`config.mk`:
```
export PLATFORM = sky130hd
export DESIGN_NAME = sram_access_ctrl
export DESIGN_NICKNAME = d
export VERILOG_FILES = /design/src/rtl/sram_access_ctrl.sv
export SDC_FILE = /design/constraint.sdc
export NUM_CORES = 1
export LEC_CHECK = 0
export CAP_MARGIN = 0
export CORE_UTILIZATION = 33
export CTS_CLUSTER_SIZE = 30
export DETAILED_ROUTE_END_ITERATION = 7
export PLACE_DENSITY = 0.81
export SYNTH_ARGS = -nofsm -noshare
export SYNTH_HDL_FRONTEND = slang
export SYNTH_SLANG_ARGS = --single-unit
export TNS_END_PERCENT = 100
```
`constraint.sdc`:
```
create_clock -name clk -period 1.8 [get_ports clk]
set_input_delay 0.36 -clock clk [delete_from_list [all_inputs] [get_ports clk]]
set_output_delay 0.36 -clock clk [all_outputs]
set_load 0.02 [all_outputs]
```
`src/rtl/sram_access_ctrl.sv`:
```
// sram_access_ctrl: valid/ready front end that drives the analog-level SRAM bus,
// generates the strobe, waits SETTLE_CYCLES and slices dout_a back into bits.
module sram_access_ctrl #(
    parameter int DATA_WIDTH    = 8,
    parameter int ADDR_WIDTH    = 4,
    parameter int ANA_WIDTH     = 8,
    parameter int FULL_SCALE    = 255,
    parameter int TH_LO         = 85,
    parameter int TH_HI         = 170,
    parameter int SETTLE_CYCLES = 2
) (
    input  logic                  clk,
    input  logic                  rst_n,
    input  logic                  req_valid,
    output logic                  req_ready,
    input  logic                  req_we,
    input  logic [ADDR_WIDTH-1:0] req_addr,
    input  logic [DATA_WIDTH-1:0] req_wdata,
    output logic                  rsp_valid,
    input  logic                  rsp_ready,
    output logic [DATA_WIDTH-1:0] rsp_rdata,
    output logic                  rsp_err,
    output logic [ANA_WIDTH-1:0]  clk_a,
    output logic [ANA_WIDTH-1:0]  we_a,
    output logic [ANA_WIDTH-1:0]  addr_a [ADDR_WIDTH],
    output logic [ANA_WIDTH-1:0]  din_a [DATA_WIDTH],
    input  logic [ANA_WIDTH-1:0]  dout_a [DATA_WIDTH]
);
    typedef enum logic [2:0] {IDLE, SETUP, STROBE, SETTLE, HOLD, RESP} state_t;
    localparam logic [ANA_WIDTH-1:0] HI   = ANA_WIDTH'(FULL_SCALE);
    localparam logic [ANA_WIDTH-1:0] LO_T = ANA_WIDTH'(TH_LO);
    localparam logic [ANA_WIDTH-1:0] HI_T = ANA_WIDTH'(TH_HI);
    localparam logic [ANA_WIDTH-1:0] MID  = ANA_WIDTH'(FULL_SCALE / 2);
    state_t state;
    logic we;
    logic [3:0] cnt;
    logic [DATA_WIDTH-1:0] bits;
    logic marg;
    assign req_ready = rst_n && state == IDLE;
    // Marginal band lanes still resolve to a bit by mid-scale, but raise the error flag.
    always_comb begin
        bits = '0;
        marg = 1'b0;
        for (int i = 0; i < DATA_WIDTH; i++) begin
            bits[i] = dout_a[i] > HI_T || (dout_a[i] >= LO_T && dout_a[i] > MID);
            marg    = marg || (dout_a[i] >= LO_T && dout_a[i] <= HI_T);
        end
    end
    always_ff @(posedge clk) begin
        if (!rst_n) begin
            state     <= IDLE;
            we        <= 1'b0;
            cnt       <= '0;
            clk_a     <= '0;
            we_a      <= '0;
            rsp_valid <= 1'b0;
            rsp_rdata <= '0;
            rsp_err   <= 1'b0;
            for (int i = 0; i < ADDR_WIDTH; i++) addr_a[i] <= '0;
            for (int i = 0; i < DATA_WIDTH; i++) din_a[i] <= '0;
        end else begin
            case (state)
                IDLE: if (req_valid) begin
                    we    <= req_we;
                    we_a  <= req_we ? HI : '0;
                    for (int i = 0; i < ADDR_WIDTH; i++) addr_a[i] <= req_addr[i] ? HI : '0;
                    for (int i = 0; i < DATA_WIDTH; i++) din_a[i] <= req_wdata[i] ? HI : '0;
                    state <= SETUP;
                end
                SETUP: begin
                    clk_a <= HI;
                    state <= STROBE;
                end
                STROBE: begin
                    clk_a <= '0;
                    cnt   <= 4'(SETTLE_CYCLES - 1);
                    state <= we ? HOLD : SETTLE;
                end
                SETTLE: if (cnt == '0) begin
                    rsp_rdata <= bits;
                    rsp_err   <= marg;
                    rsp_valid <= 1'b1;
                    state     <= RESP;
                end else begin
                    cnt <= cnt - 4'd1;
                end
                HOLD: begin
                    we_a      <= '0;
                    rsp_rdata <= '0;
                    rsp_err   <= 1'b0;
                    rsp_valid <= 1'b1;
                    state     <= RESP;
                end
                RESP: if (rsp_ready) begin
                    rsp_valid <= 1'b0;
                    state     <= IDLE;
                end
                default: state <= IDLE;
            endcase
        end
    end
endmodule
```
After elaboration in Yosys (flattened, before gate mapping)
Index checks and enable logic that the tools add are counted.

storage, ports and cells
  bits in registers = 130
  bits of input ports = 81
  word-level logic and storage cells = 137

cells by class
  add/subtract/negate cells = 1
  order comparisons = 32
  eq/ne operators = 9
  multiplexer cells = 30
  reduce and logical (&&, ||, !) cells = 45

operator list
  kind                                                                                 count
  8-bit two-way mux                                                                    15
  8-bit by 7-bit greater-or-equal comparator with 1-bit output, second input constant  8
  8-bit by 7-bit greater-than comparator with 1-bit output, second input constant      8
  8-bit greater-than comparator, second input constant                                 8
  8-bit less-or-equal comparator, second input constant                                8
  8-bit case mux with 2 select lines                                                   3
  3-bit case mux with 6 select lines                                                   1
  1-bit logical AND                                                                    17
  1-bit logical OR                                                                     15
  3-bit two-way mux                                                                    4
  2-bit != test, second input constant                                                 4
  4-bit case mux with 2 select lines                                                   1
  2-bit AND reduction                                                                  4
  2-bit nonzero test                                                                   4
  3-bit by 2-bit equality test with 1-bit output, second input constant                2
  3-bit equality test, second input constant                                           2
  3-bit AND reduction                                                                  2
  4-bit logical NOT                                                                    1
  4-bit two-way mux                                                                    1
  4-bit by 1-bit subtractor with 4-bit output, second input constant                   1
  3-bit by 1-bit equality test with 1-bit output, second input constant                1
  3-bit logical NOT                                                                    1
  1-bit two-way mux                                                                    3
  1-bit case mux with 3 select lines                                                   1
  other kinds (2)                                                                      2

Logic depth before layout (Yosys ltp)
  depth in word-level cells = 11
  mapped depth = 8

Worst setup path after synthesis
No wires, ideal clock.

  path type = register to register
  start = register cnt[0]
  end = register rsp_err
  setup time = 140 ps
  data arrival time = 1,414 ps
  required time = 1,660 ps
  path slack = 245 ps
  stages on the path, launching flop included = 9
  path buffers = 1
  cell sequence = dfxtp_1 -> inv_1 -> ha_1 -> nor3b_2 -> nor2b_1 -> buf_2 -> o21bai_1 -> nor4_2 -> a221oi_1

on the way
  word-level cells in the longest chain between the ends = 3

RTL lines
  item                           line  RTL
  start, declared                36    logic [3:0] cnt;
  start signal, assigned         76    cnt <= 4'(SETTLE_CYCLES - 1);
  start signal, assigned         85    cnt <= cnt - 4'd1;
  4-bit logical NOT              79    SETTLE: if (cnt == '0) begin
  2-bit != test (no line)        -
  2-bit AND reduction (no line)  -
  end signal, assigned           81    rsp_err <= marg;
  end, declared                  22    output logic rsp_err,

No other way between the ends.
A chain may end at the register's enable or synchronous reset.

==> flow_summary.toml <==
[status]
outcome = "complete, no violations"

[logic_synthesis]
synth_edf_count = 0
synthFlopType = "dfxtp_1"
syn_inst = 339
avgSynthCellArea_um2 = 7.39
syn-num-nets = 422
ys_ff_latch = 32
yosys_warnings = 0
synthArstFlopShare_pct = 0
synth_seq_area_share_pct = 25.6
synth_area_leaders = "buf_4 (30%), dfxtp_1 (26%), a21oi_1 (8.2%)"
netlist.area_leader.share_pct = 30.0
synth_top_cell_by_area = "buf_4"
synth.cell_area_um2 = 2500
yosysUniqueCellTypes = 42

[power_and_ir_drop]
power_frac_comb_pct = 48.9
p_leak_uw = 0.00258
power.total_uw = 2610
seqPwrFrac_pct = 32.1
ir_drop_mv = 0.244
pwr-share-clk_pct = 19.0
p_int_uw = 1670
p_switching_uw = 943
pwr_density_cell_nw_per_um2 = 615
p_sw_share_pct = 36.1

[grt]
grtUsageTotal_pct = 15.8
grt_max_degree = 16
grt_overflow = 0
grt_pass1_vias = 2307
antenna_found_initial = 0
grt_first_pass_wirelength_um = 9910

[route]
via_count = 2558
wire_per_inst_um = 12.5
first_iter_violations = 85
dr.pass1.iters = 4
drc = 0
finalWirelength_um = 6990
ant_nets = 0
drt-vias-per-instance = 4.57

[cells_and_area]
drive_gt1_share_pct = 7.81
area_growth_pct = 69.4
antenna_cells = 0
nFillCells = 664
seq_area_um2 = 643
layout.cells.non_filler = 560
stdcell_area_um2 = 4240
layout.nets = 544
multiInputGateArea_um2 = 1040

[critical_path]
crit_family = "buffers and inverters"
cp_max_fo = 9
crit_required_ns = 1.44
critPathKind = "flip-flop to output pin"
crit_path_top_delay_cell = "clkdlybuf4s50_1"
arrival_ns = 1.38
path_cells = "clkdlybuf4s50_1"
start_kind = "flip-flop"
crit_path_end_kind = "output pin"
max_stage_delay_ns = 0.66
critPathBufInv = 1

[placement]
placed_area_um2 = 4030
place_hpwl_um = 5680
portBuffers = 203
place_inst = 553
place_congestion = 0.775

[clocking]
htreeDepth = 2
cts_buffer_depth = 2
hold_buffers = 0
numCtsBuffers = 5
clk_pin_slew_ns = 0.06
clk_latency_ns = 0.27
root_buffer = "clkbuf_8"
cts_tree = "built"
cts.sinks = 32

[floorplan]
die_h_um = 89.1
fp.dieArea_um2 = 7940
core-area_um2 = 7290
io_pins = 204
rows = 31
dieWidth_um = 89.1
initial_core_util_pct = 34.3

[timing]
min_period_ns = 1.74
relSlewSlack_pct = 68.5
max_freq_mhz = 574
fin_crit_sh_pct = 96.9
drv_slew = 0
finalClockSkew_ns = 0.00452
setup_viol = 0
hold_violations = 0
worst_slew_pin_slew_ns = 0.471

[job]
max-cap-violations = 0

[hold_path]
hold_class = "flip-flop to flip-flop"
-- stage by stage --
step / util (%) / setup TNS (ns) / hold WS [ns] / setup slack, ns
global placement: 55.3 / -0.249 / 0.452 / -0.157
finish: 58.2 / 0 / 0.463 / 0.0564
floorplan: - / 0 / 0.438 / 0.245
global route: 58.2 / -0.00558 / 0.491 / -0.00558
CTS: 56.0 / 0 / 0.464 / 0.000481
detailed placement: 55.3 / -0.301 / 0.457 / -0.191
-- layout make-up --
| type | instances | area share, % |
|---|---|---|
| repair buffers | 224 | 54.5 |
| multi-input cells | 187 | 24.6 |
| flip-flops and latches | 32 | 15.2 |
| well taps | 99 | 2.92 |
| clock buffers | 6 | 1.71 |
| inverters | 11 | 0.974 |
| clock inverters | 1 | 0.118 |
-- power by group through the flow --
stage | Sequential (uW) | Clock [uW] | Combinational, uW
floorplan | 888 | 0 | 806
global placement | 853 | 0 | 1310
detailed placement | 860 | 0 | 1330
CTS | 843 | 523 | 1300
global route | 848 | 550 | 1380
finish | 837 | 496 | 1280
-- final timing paths --
kind | slack [ns] | from | end | depth (start not counted)
max | 0.06 | din_a[30] | din_a[26] | 1
min | 0.46 | rsp_rdata[5] | rsp_rdata[5] | 2
max reg2reg | 0.23 | cnt[0] | state[2] | 7
min reg2reg | 0.46 | rsp_rdata[5] | rsp_rdata[5] | 2
-- synthesized netlist by cell type, types with 2 or more instances --
cell type    n
o2bb2ai_1    2
o2111ai_1    2
a21oi_1     41
nand2b_1     2
or3_1        2
nand2_1     49
nor3b_1      2
and3b_1      2
o211ai_1     7
and2_1       2
dfxtp_1     32
clkbuf_1     6
buf_4      100
nor2_1      15
o21ai_0     10
nand3_1     11
o31ai_1      3
nor3_1       3
o21a_1       4
ha_1         2
inv_1       11
xor2_1       2
nor2b_1      4
a211oi_1     5
buf_2        3
-- logic make-up (layout without fill, tap and decap cells) --
logic type | count (synthesis) | in the layout | synth area share, %
AO/OA/AOI/OAI | 82 | 82 | 20.1
XOR/XNOR | 2 | 2 | 0.700
adder cells (fa/ha/maj) | 2 | 2 | 0.999
buffers and inverters | 120 | 242 | 33.1
flip-flops | 32 | 32 | 25.6
multiplexers | 1 | 1 | 0.450
AND/OR/NAND/NOR | 100 | 100 | 19.0
-- registers in the layout, summed over array words and instances (netlist names) --
signal     count
rsp_valid      1
rsp_rdata      8
clk_a          1
we             1
din_a          8
cnt            4
rsp_err        1
we_a           1
addr_a         4
state          3
-- placed cells by master (no fill, tap or decap), types with 3 or more instances in the layout --
cell               n
nand3_1           11
dlygate4sd2_1     22
clkbuf_8           5
o21ai_0           10
clkdlybuf4s50_1  121
nor3_1             3
a211oi_1           5
o31ai_1            3
nor2b_1            3
buf_4             21
o21a_1             4
a21oi_1           41
dlymetal6s2s_1    60
dfxtp_1           30
nand2_1           49
o211ai_1           7
nor2_1            15
inv_1             11
-- per-layer routing --
layer,track usage (%),part of all wire (%)
met5,0,0
met4,4.91,1.2
met3,4.25,10
met2,30.7,52
met1,16.2,37
-- timing repair --
| action | 4_1_cts | 5_1_grt |
|---|---|---|
| setup buffers | 0 | 0 |
| gates resized for setup | 23 | 63 |
| endpoints found under the setup margin | 41 | 83 |
-- worst reg2reg max path, cell delays in order (launching register included) --
cell and delay [ns]:
dfxtp_1 0.32, inv_1 0.10, ha_1 0.14, nor3b_2 0.22, nor2_1 0.09, buf_4 0.16
or3_1 0.34, a21oi_1 0.14
Note: power is estimated with default switching activity, not from simulation.
